**config.mk**
```make
export PLATFORM = sky130hd
export DESIGN_NAME = univ_bin_counter
export DESIGN_NICKNAME = d
export VERILOG_FILES = /design/src/rtl/univ_bin_counter.sv
export SDC_FILE = /design/constraint.sdc
export NUM_CORES = 1
export LEC_CHECK = 0
export CAP_MARGIN = 20
export CORE_MARGIN = 2
export CORE_UTILIZATION = 49
export CTS_CLUSTER_SIZE = 30
export DETAILED_ROUTE_END_ITERATION = 7
export PLACE_DENSITY = 0.83
export RECOVER_POWER = 50
export SYNTH_ARGS = -nofsm -noshare
export SYNTH_HDL_FRONTEND = slang
export SYNTH_SLANG_ARGS = --single-unit
```
**constraint.sdc**
```tcl
create_clock -name clk -period 4.67 [get_ports clk]
set_clock_uncertainty 0.1 [all_clocks]
set_input_delay 1.401 -clock clk [delete_from_list [all_inputs] [get_ports clk]]
set_output_delay 1.401 -clock clk [all_outputs]
set_load 0.05 [all_outputs]
```
**src/rtl/univ_bin_counter.sv**
```systemverilog
// -----------------------------------------------------------------------------
// univ_bin_counter
//
// Purpose:
//   Parameterised N-bit universal binary counter with synchronous clear,
//   parallel load, count enable and up/down direction. Counting wraps modulo
//   2^N by default. Combinational terminal-count flags report when the count
//   sits at all ones (max_tick) or at zero (min_tick).
//
// Build option:
//   UNIV_BIN_COUNTER_SAT_EN - when defined, counting saturates at 2^N-1 (up)
//                             and at 0 (down) instead of wrapping. Clear, load
//                             and the flags are unaffected.
//
// Parameters:
//   N         counter width in bits, 1..32 (default 8)
//
// Ports:
//   clk       in   1  system clock, rising-edge active
//   reset     in   1  asynchronous active-high reset, forces q to 0
//   syn_clr   in   1  synchronous clear (highest synchronous priority)
//   load      in   1  synchronous parallel load of d
//   en        in   1  count enable
//   up        in   1  direction: 1 = increment, 0 = decrement
//   d         in   N  parallel load value
//   max_tick  out  1  high while q == 2^N-1
//   min_tick  out  1  high while q == 0
//   q         out  N  current count (registered)
// -----------------------------------------------------------------------------
module univ_bin_counter #(
    parameter int N = 8
) (
    input  logic         clk,
    input  logic         reset,
    input  logic         syn_clr,
    input  logic         load,
    input  logic         en,
    input  logic         up,
    input  logic [N-1:0] d,
    output logic         max_tick,
    output logic         min_tick,
    output logic [N-1:0] q
);

    localparam logic [N-1:0] CNT_MAX = '1;
    localparam logic [N-1:0] CNT_MIN = '0;
    localparam logic [N-1:0] CNT_ONE = N'(1);

    // Next value when counting up; wraps to 0 unless saturation is built in.
    function automatic logic [N-1:0] step_up(input logic [N-1:0] cur);
`ifdef UNIV_BIN_COUNTER_SAT_EN
        if (cur == CNT_MAX) return cur;
`endif
        return cur + CNT_ONE;
    endfunction

    // Next value when counting down; wraps to all ones unless saturating.
    function automatic logic [N-1:0] step_down(input logic [N-1:0] cur);
`ifdef UNIV_BIN_COUNTER_SAT_EN
        if (cur == CNT_MIN) return cur;
`endif
        return cur - CNT_ONE;
    endfunction

    logic [N-1:0] q_p0;

    // Stage p0: count register, clear > load > count > hold.
    always_ff @(posedge clk or posedge reset) begin
        if (reset) begin
            q_p0 <= CNT_MIN;
        end else if (syn_clr) begin
            q_p0 <= CNT_MIN;
        end else if (load) begin
            q_p0 <= d;
        end else if (en) begin
            q_p0 <= up ? step_up(q_p0) : step_down(q_p0);
        end
    end

    assign q        = q_p0;
    assign max_tick = (q_p0 == CNT_MAX);
    assign min_tick = (q_p0 == CNT_MIN);

endmodule

```
==> flow_metrics.env, run 1 <==
export IMPL_clk_transition_reported_paths_ps=50
export IMPL_combPwrFrac_pct=48.8
export IMPL_drcViolationCount=0
export IMPL_final_net_count=137
export IMPL_hold_viol_final=0
export IMPL_clock_buffers_created_by_tritoncts=3
export IMPL_largest_net_degree_at_the_start_of_global_routing=18
export IMPL_timing_critical_path_to_type="output pin"
export IMPL_worst_slew_margin_rel_pct=64.59
export IMPL_worst_ir_drop_vdd_uv=163.2
export IMPL_post_route_clock_period_utilization_pct=78.67
export IMPL_cts_hold_fix_buffers=0
export IMPL_numPortBuffers=23
export IMPL_layout_drive_gt1_share_pct=7.018
export IMPL_postSynth_topFlopCell="dfrtp_1"
export IMPL_syn_nets=113
export IMPL_crit_required_ps=3170
export IMPL_drt_initial_drc_count=7
export IMPL_static_leakage_power_nw=0.4817
export IMPL_most_common_cell_after_layout_fill_and_taps_aside="clkdlybuf4s50_1"
export IMPL_globalRouteOverflowTotal=0
export IMPL_tritoncts="done"
export IMPL_antenna_left=0
export IMPL_mostFrequentLayoutCells="17 x clkdlybuf4s50_1, 14 x nor2_1, 8 x a21oi_1, 8 x dfrtp_1, 7 x inv_1"
export IMPL_ys_types=31
export IMPL_largest_register_ffs=8
export IMPL_clk_latency_ps=250
export IMPL_syn_to_final_growth_pct=32.90
export IMPL_die_area_um2=1926
export IMPL_grt_pass1_vias=733
export IMPL_finalSetupViolations=0
export IMPL_synthesis_yosys_warnings=0
export IMPL_cap_viol_max_count=0
export IMPL_sequential_cell_area_um2=200.2
export IMPL_postRouteWirelength_um=1876
export IMPL_die_height_um=43.89
export IMPL_outcome="finished, final reports clean"
export IMPL_period_needed_ps=3674
export IMPL_avgRoutedWirePerCell_um=14.43
export IMPL_gp_routability_congestion=0.8302
export IMPL_ant_diodes=0
export IMPL_grt_setup_unrepaired="no"
export IMPL_area_occupied_by_multi_input_gates_um2=536.8
export IMPL_switching_share_pct=40.24
export IMPL_number_of_enable_type_register_cells_in_the_synthesized_netlist=0
export IMPL_cts_num_sinks=8
export IMPL_fillers=141
export IMPL_core_um2=1506
export IMPL_antenna_found_initial=0
export IMPL_async_reset_ff_share_pct=100.0
export IMPL_postCtsSetupBuffers=0
export IMPL_synth_seq_cells=8
export IMPL_power_frac_clock_pct=19.5
export IMPL_sequentialPowerShare_pct=31.6
export IMPL_setup_worst_path_start_class="register"
export IMPL_crit_fanout=7
export IMPL_worst_r2r_path_depth=6
export IMPL_netlist_instances=92
export IMPL_hold_depth=2
export IMPL_grt_util_all_layers_pct=21.77
export IMPL_crit_type="register to output pin"
export IMPL_net_switching_uw=109.2
export IMPL_power_internal_uw=162.2
export IMPL_syn_area_per_cell_um2=8.473
export IMPL_cell_pwr_density_nw_per_um2=262.0
export IMPL_num_io_pins=24
export IMPL_drt_vias_per_instance=5.800
export IMPL_grt_pass1_wl_um=3105
export IMPL_die_x_um=43.89
export IMPL_max_freq_mhz=272.2
export IMPL_slew_at_the_pin_with_the_worst_max_slew_slack_ps=529.5
export IMPL_detailed_routing_iterations_pass_1=4
export IMPL_synth_area_um2=779.5
export IMPL_vias=754
export IMPL_finish_utilization_pct=68.77
export IMPL_timing_setup_tns_ps=0
export IMPL_std_cell_rows=14
export IMPL_timing_critical_path_arrival_ps=2170
export IMPL_clk_path_buf_depth=2
export IMPL_report_final_slew_viol_count=0
export IMPL_floorplan_initialDensity_pct=51.74
export IMPL_holdCritPathClass="register to register"
export IMPL_synth_yosys_seq_area_share_pct=25.68
export IMPL_cts_root_buffer="clkbuf_4"
export IMPL_cts_repair_resize_count=0
export IMPL_htree_levels=1
-- power groups by stage --
stage	combinational [mW]	sequential, mW	clock (mW)
2_1_floorplan	0.0724	0.106	0
3_3_place_gp	0.130	0.0865	0
3_5_place_dp	0.134	0.0874	0
4_1_cts	0.134	0.0862	0.0554
5_1_grt	0.145	0.0870	0.0571
6_report	0.133	0.0859	0.0530
-- cells by family (layout without fill, tap and decap cells) --
kind of cell               after synthesis  after routing  share of synthesized area (%)
muxes                                    5              5                          6.421
xor gates and xnor gates                 5              5                          6.581
buffers and inverters                   11             33                          5.457
AOI/OAI and AO/OA                       26             26                          24.88
and+or+nand+nor                         30             30                          18.78
DFF                                      8              8                          25.68
adders and majority gates                7              7                          12.20
-- final cells by class --
class / instances / share of cell area [%]
Multi-Input combinational cell: 73 / 51.81
Sequential cell: 8 / 19.32
Inverter: 7 / 2.536
Clock buffer: 3 / 2.174
Tap cell: 16 / 1.932
Timing Repair Buffer: 23 / 22.22
-- path summary, 6_finish.rpt --
check	startpoint	end	slack (ps)
max	q[0]	min_tick	1000
min	q[3]	q[3]	590
max reg2reg	q[0]	q[6]	2660
min reg2reg	q[3]	q[3]	590
max in group asynchronous	reset	q[1]	2790
min in group asynchronous	reset	q[5]	1440
-- through the flow --
step / hold slack, ps / cell area (um2) / std cells / power [mW] / worst slack (ps)
after floorplan: 795.1 / 779.5 / 92 / 0.1788 / 1308
after global placement: 560.2 / 1013 / 127 / 0.2164 / 1089
after detailed placement: 590.3 / 1013 / 127 / 0.2210 / 969.3
after CTS: 598.0 / 1036 / 130 / 0.2759 / 963.8
after global routing: 637.2 / 1036 / 130 / 0.2888 / 916.1
final: 585.6 / 1036 / 130 / 0.2714 / 996.2
-- synthesized netlist by cell type, drive strengths merged (2+ instances only) --
library cell  count  share of area [%]
a211oi            3                3.5
a21o              2                1.9
a21oi             8                5.1
a221oi            2                2.2
clkbuf            3                1.4
dfrtp             8                 26
ha                6                9.6
inv               7                3.4
mux2i             5                6.4
nand2             4                1.9
nand2b            2                1.6
nand4             2                1.6
nor2             14                6.7
nor2b             4                3.2
o21ai             3                1.9
o21bai            2                2.4
o41ai             2                3.2
or4               2                1.9
xnor2             4                4.5
-- routing by layer --
layer | track usage (%) | share of wire, % | vias to the layer above
met5 | 0 | 0 | -
met4 | 10.91 | 1.7 | 0
met3 | 1.667 | 3.9 | 4
met2 | 36.18 | 50 | 19
met1 | 28.27 | 44 | 352
li1 | - | - | 379
-- critical path, stage by stage, from the launching register on --
cell and delay (ps):
dfrtp_1 480, or4_1 540, nor2_1 110, clkdlybuf4s50_1 800
Note: power is estimated with default switching activity, not from simulation.
==> run 2: changes to the inputs <==
--- a/config.mk
+++ b/config.mk
@@ -7,10 +7,10 @@
 export LEC_CHECK = 0
 export CAP_MARGIN = 20
 export CORE_MARGIN = 2
-export CORE_UTILIZATION = 49
+export CORE_UTILIZATION = 45
 export CTS_CLUSTER_SIZE = 30
 export DETAILED_ROUTE_END_ITERATION = 7
-export PLACE_DENSITY = 0.83
+export PLACE_DENSITY = 0.77
 export RECOVER_POWER = 50
 export SYNTH_ARGS = -nofsm -noshare
 export SYNTH_HDL_FRONTEND = slang
==> constraint.sdc (replaced) <==
create_clock -name clk -period 3.5 [get_ports clk]
set_clock_uncertainty 0.1 [all_clocks]
set_input_delay 1.05 -clock clk [delete_from_list [all_inputs] [get_ports clk]]
set_output_delay 1.05 -clock clk [all_outputs]
set_load 0.05 [all_outputs]
==> run 2 against run 1 <==
  * Global-route usage fell by 2.1 points
  * Sequential power rose by 33%
  * Core utilization decreased by 6.2 points
  * Non-clock buffer count up 1
  * First-iteration DRC count up 140%
  * Cell area increased by 0.85%
  * Hold slack better by 20 ps
  * Clock power grew 32%
  * Combinational power is 35% higher
  * Cell count rose by 1.5%
==> flow_metrics.env, run 2 (synthesis gave the netlist of run 1 again) <==
export IMPL_outcome="finished, final reports clean"
export IMPL_final_area_um2=1045
export IMPL_net_switching_uw=145.5
export IMPL_antenna_found_initial=0
export IMPL_hpwl_um=1435
export IMPL_clk_path_buf_depth=2
export IMPL_post_layout_total_power_uw=363.1
export IMPL_cts_root_buffer="clkbuf_4"
export IMPL_layout_drive_gt1_share_pct=7.826
export IMPL_dp_cells=129
export IMPL_cpPeakStageDelay_ps=800
export IMPL_cell_pwr_density_nw_per_um2=347.6
export IMPL_detailed_routing_iterations_pass_1=4
export IMPL_drt_initial_drc_count=17
export IMPL_worst_slew_margin_rel_pct=64.39
export IMPL_crit_fanout=5
export IMPL_min_delay_worst_endpoint="q[4]"
export IMPL_power_frac_clock_pct=19.2
export IMPL_core_um2=1670
export IMPL_grt_setup_unrepaired="no"
export IMPL_timing_critical_path_to_type="output pin"
export IMPL_worstHoldStart="q[4]"
export IMPL_fillers=159
export IMPL_die_x_um=45.62
export IMPL_clock_buffers_created_by_tritoncts=3
export IMPL_critPathTopFamily="buffers and inverters"
export IMPL_floorplan_initialDensity_pct=46.67
export IMPL_power_internal_uw=217.6
export IMPL_slew_at_the_pin_with_the_worst_max_slew_slack_ps=532.4
export IMPL_worstReg2RegStart="q[0]"
export IMPL_clk_latency_ps=250
export IMPL_crit_required_ps=2350
export IMPL_finalSetupViolations=0
export IMPL_cpMaxStageDelayCell="clkdlybuf4s50_1"
export IMPL_cap_viol_max_count=0
export IMPL_htree_levels=1
export IMPL_sequentialPowerShare_pct=31.3
export IMPL_static_leakage_power_nw=0.4851
export IMPL_switching_share_pct=40.06
export IMPL_syn_to_final_growth_pct=34.03
export IMPL_reg2reg_to="q[4]"
export IMPL_count_of_buffering_cells_on_the_critical_path_with_inverters_included=1
export IMPL_hold_depth=2
export IMPL_clk_transition_reported_paths_ps=50
export IMPL_avgRoutedWirePerCell_um=13.90
export IMPL_gp_routability_congestion=0.7929
export IMPL_max_freq_mhz=304.1
export IMPL_worst_r2r_path_depth=7
export IMPL_final_net_count=138
export IMPL_die_height_um=45.62
export IMPL_largest_net_degree_at_the_start_of_global_routing=18
export IMPL_vias=743
export IMPL_tritoncts="done"
export IMPL_die_area_um2=2081
export IMPL_post_route_clock_period_utilization_pct=93.96
export IMPL_timing_critical_path_arrival_ps=2140
export IMPL_combPwrFrac_pct=49.5
export IMPL_grt_pass1_vias=608
export IMPL_postRouteWirelength_um=1835
export IMPL_worst_ir_drop_vdd_uv=214.6
export IMPL_mostFrequentLayoutCells="17 x clkdlybuf4s50_1, 14 x nor2_1, 8 x a21oi_1, 8 x dfrtp_1, 7 x inv_1"
export IMPL_placed_cell_area_um2=1022
export IMPL_drcViolationCount=0
export IMPL_most_common_cell_after_layout_fill_and_taps_aside="clkdlybuf4s50_1"
export IMPL_hold_ws_ps=606.1
export IMPL_cts_num_sinks=8
export IMPL_cts_hold_fix_buffers=0
export IMPL_setup_worst_path_start_class="register"
export IMPL_crit_type="register to output pin"
export IMPL_worst_r2r_setup_slack_ps=1470
export IMPL_timing_setup_tns_ps=0
export IMPL_std_cell_rows=15
export IMPL_grt_util_all_layers_pct=19.65
export IMPL_ant_diodes=0
export IMPL_grt_pass1_wl_um=2877
export IMPL_period_needed_ps=3289
export IMPL_globalRouteOverflowTotal=0
export IMPL_postCtsSetupBuffers=0
export IMPL_holdCritPathClass="register to register"
export IMPL_cts_repair_resize_count=0
export IMPL_num_io_pins=24
export IMPL_hold_viol_final=0
export IMPL_numPortBuffers=23
export IMPL_largest_register_ffs=8
export IMPL_drt_vias_per_instance=5.629
export IMPL_antenna_left=0
export IMPL_path_cells="or4_1, nor2_1, clkdlybuf4s50_1"
export IMPL_report_final_slew_viol_count=0
export IMPL_final_instance_count_excl_fill=132
-- run 2: changes by cell type in the layout (fill, tap and decap cells not counted), sizes merged --
cell	delta
buf	+1
-- run 2: metal layers --
metal | vias to the layer above | routed length, um | track usage (%)
li1 | 379 | - | -
met1 | 334 | 906 | 28.96
met2 | 24 | 822 | 27.32
met3 | 6 | 55 | 1.587
met4 | 0 | 50 | 12.35
met5 | - | 0 | 0
-- run 2: cell type report --
| cell class | count | area (um2) | share of cell area [%] |
|---|---|---|---|
| Multi-Input combinational cell | 73 | 536.8 | 51.38 |
| Inverter | 7 | 26.28 | 2.515 |
| Sequential cell | 8 | 200.2 | 19.16 |
| Clock buffer | 3 | 22.52 | 2.156 |
| Tap cell | 17 | 21.27 | 2.036 |
| Timing Repair Buffer | 24 | 237.7 | 22.75 |
-- run 2: worst max path at each step --
stage,startpoint,end,depth (start not counted)
after floorplan,q[0],min_tick,2
after detailed placement,up,q[6],8
final,q[7],min_tick,3
after global routing,q[7],min_tick,3
after global placement,up,q[6],8
after CTS,q[7],min_tick,3
-- run 2: power groups by stage --
stage                     registers (mW)  clock network, mW  logic (mW)
after floorplan                    0.142                  0      0.0967
after global placement             0.114                  0       0.178
after detailed placement           0.115                  0       0.180
after CTS                          0.113             0.0743       0.182
after global routing               0.115             0.0763       0.195
final                              0.114             0.0697       0.180
-- run 2: metrics by stage --
step	setup WS (ps)	util (%)
after floorplan	489.2	-
after global placement	271.9	61.20
after detailed placement	208.9	61.20
after CTS	208.5	62.55
after global routing	127.1	62.55
final	211.3	62.55
-- run 2: worst reg2reg max path, stage by stage (launching register included) --
cell,delay [ps]
dfrtp_1,380
buf_4,170
fa_1,420
a21o_1,170
a21oi_1,220
xnor2_1,150
nand2_1,70
a221oi_1,250
==> run 3: changes to the inputs <==
--- a/config.mk
+++ b/config.mk
@@ -6,12 +6,12 @@
 export NUM_CORES = 1
 export LEC_CHECK = 0
 export CAP_MARGIN = 20
-export CORE_MARGIN = 2
 export CORE_UTILIZATION = 45
 export CTS_CLUSTER_SIZE = 30
 export DETAILED_ROUTE_END_ITERATION = 7
 export PLACE_DENSITY = 0.77
 export RECOVER_POWER = 50
+export SLEW_MARGIN = 40
 export SYNTH_ARGS = -nofsm -noshare
 export SYNTH_HDL_FRONTEND = slang
 export SYNTH_SLANG_ARGS = --single-unit
==> run 3 against run 2 <==
  * The run now ends with DRC left
  * Highest routed layer unchanged
  * Wire length decreased by 3.0%
  * Cell area is 0.12% lower
  * Sequential power about the same
  * Worst setup slack worse by 22 ps
  * Clock-buffer cell count stayed put
  * Largest cell class unchanged
  * Clock power grew 2%
==> flow_metrics.env, run 3 (synthesis gave the netlist of run 1 again) <==
export IMPL_grt_setup_unrepaired="no"
export IMPL_hold_viol_final=0
export IMPL_dp_cells=128
export IMPL_setup_worst_path_start_class="register"
export IMPL_cts_num_sinks=8
export IMPL_floorplan_initialDensity_pct=50.00
export IMPL_slew_at_the_pin_with_the_worst_max_slew_slack_ps=536.0
export IMPL_std_cell_rows=14
export IMPL_critical_path_startpoint="q[6]"
export IMPL_timing_setup_tns_ps=0
export IMPL_numPortBuffers=23
export IMPL_hpwl_um=1418
export IMPL_htree_levels=1
export IMPL_worst_ir_drop_vdd_uv=271.4
export IMPL_placed_cell_area_um2=1021
export IMPL_drt_initial_drc_count=20
export IMPL_core_um2=1559
export IMPL_gp_routability_congestion=0.7795
export IMPL_combPwrFrac_pct=49.0
export IMPL_antenna_found_initial=0
export IMPL_largest_net_degree_at_the_start_of_global_routing=18
export IMPL_sequentialPowerShare_pct=31.3
export IMPL_die_area_um2=1903
export IMPL_drcViolationCount=2
export IMPL_net_switching_uw=145.1
export IMPL_final_critical_path_setup_slack_ps=189.5
export IMPL_failed_checks="DRC"
export IMPL_reg2reg_to="q[6]"
export IMPL_timing_critical_path_arrival_ps=2160
export IMPL_worstReg2RegStart="q[0]"
export IMPL_report_final_slew_viol_count=0
export IMPL_hold_ws_ps=598.9
export IMPL_clk_transition_reported_paths_ps=60
export IMPL_crit_fanout=5
export IMPL_largest_register_ffs=8
export IMPL_die_height_um=43.62
export IMPL_die_x_um=43.62
export IMPL_crit_required_ps=2350
export IMPL_power_internal_uw=217.2
export IMPL_switching_share_pct=40.04
export IMPL_vias=748
export IMPL_static_leakage_power_nw=0.4867
export IMPL_detailed_routing_iterations_pass_1=6
export IMPL_grt_pass1_vias=746
export IMPL_dp_worst_setup_slack_ps=166.5
export IMPL_period_needed_ps=3311
export IMPL_final_instance_count_excl_fill=131
export IMPL_clock_buffers_created_by_tritoncts=3
export IMPL_holdCritPathClass="register to register"
export IMPL_postCtsSetupBuffers=0
export IMPL_cts_repair_resize_count=0
export IMPL_timing_critical_path_to_type="output pin"
export IMPL_clk_path_buf_depth=2
export IMPL_max_freq_mhz=302.1
export IMPL_power_frac_clock_pct=19.6
export IMPL_postRouteWirelength_um=1780
export IMPL_crit_type="register to output pin"
export IMPL_crit_path_end="min_tick"
export IMPL_finalSetupViolations=0
export IMPL_post_layout_total_power_uw=362.3
export IMPL_worst_r2r_setup_slack_ps=1420
export IMPL_mostFrequentLayoutCells="17 x clkdlybuf4s50_1, 14 x nor2_1, 8 x a21oi_1, 8 x dfrtp_1, 7 x inv_1"
export IMPL_outcome="finished with violations"
export IMPL_finish_utilization_pct=66.93
export IMPL_cts_root_buffer="clkbuf_4"
export IMPL_grt_util_all_layers_pct=22.68
export IMPL_tritoncts="done"
export IMPL_worst_slew_margin_rel_pct=64.16
export IMPL_layout_drive_gt1_share_pct=7.826
export IMPL_antenna_left=0
export IMPL_syn_to_final_growth_pct=33.87
export IMPL_worst_r2r_path_depth=7
export IMPL_final_area_um2=1044
export IMPL_drt_vias_per_instance=5.710
export IMPL_cell_pwr_density_nw_per_um2=347.2
export IMPL_cts_hold_fix_buffers=0
export IMPL_grt_pass1_wl_um=3325
export IMPL_num_io_pins=24
export IMPL_final_net_count=138
export IMPL_post_route_clock_period_utilization_pct=94.59
export IMPL_avgRoutedWirePerCell_um=13.59
export IMPL_clk_latency_ps=250
export IMPL_cap_viol_max_count=0
export IMPL_globalRouteOverflowTotal=0
export IMPL_ant_diodes=0
export IMPL_most_common_cell_after_layout_fill_and_taps_aside="clkdlybuf4s50_1"
run 3: cell counts in the layout (fill, tap and decap cells not counted):
Identical to the previous run, type by type.
run 3: power by group through the flow:
stage | sequential (mW) | combinational [mW] | clock [mW]
3_5_place_dp | 0.115 | 0.179 | 0
5_1_grt | 0.115 | 0.196 | 0.0752
6_report | 0.113 | 0.178 | 0.0712
3_3_place_gp | 0.114 | 0.177 | 0
2_1_floorplan | 0.142 | 0.0967 | 0
4_1_cts | 0.113 | 0.180 | 0.0722
run 3: worst min-delay path by stage:
stage	from	to	slack, ps	cells past startpoint
global placement	q[4]	q[4]	560	2
floorplan	reset	q[0]	770	1
detailed placement	q[4]	q[4]	590	2
finish	q[3]	q[3]	600	2
CTS	q[4]	q[4]	600	2
global route	q[4]	q[4]	640	2
run 3: cell type report:
cell class | instances | area [um2]
well taps | 16 | 20.02
fillers | 145 | 515.5
clock buffers | 3 | 22.52
inverters | 7 | 26.28
repair buffers | 24 | 237.7
multi-input cells | 73 | 536.8
flip-flops and latches | 8 | 200.2
run 3: routing by layer:
metal	vias to the layer above	global-route usage [%]	part of all wire, %	routed length [um]
met5	-	0	0	0
li1	376	-	-	-
met2	32	34.63	46	818
met4	0	8.125	2.0	36
met1	336	33.86	48	856
met3	4	1.250	3.8	68
run 3: critical path, cell delays in order (launching register included):
cell             delay [ps]
dfrtp_1                 430
or4_1                   540
nor2_1                  130
clkdlybuf4s50_1         810
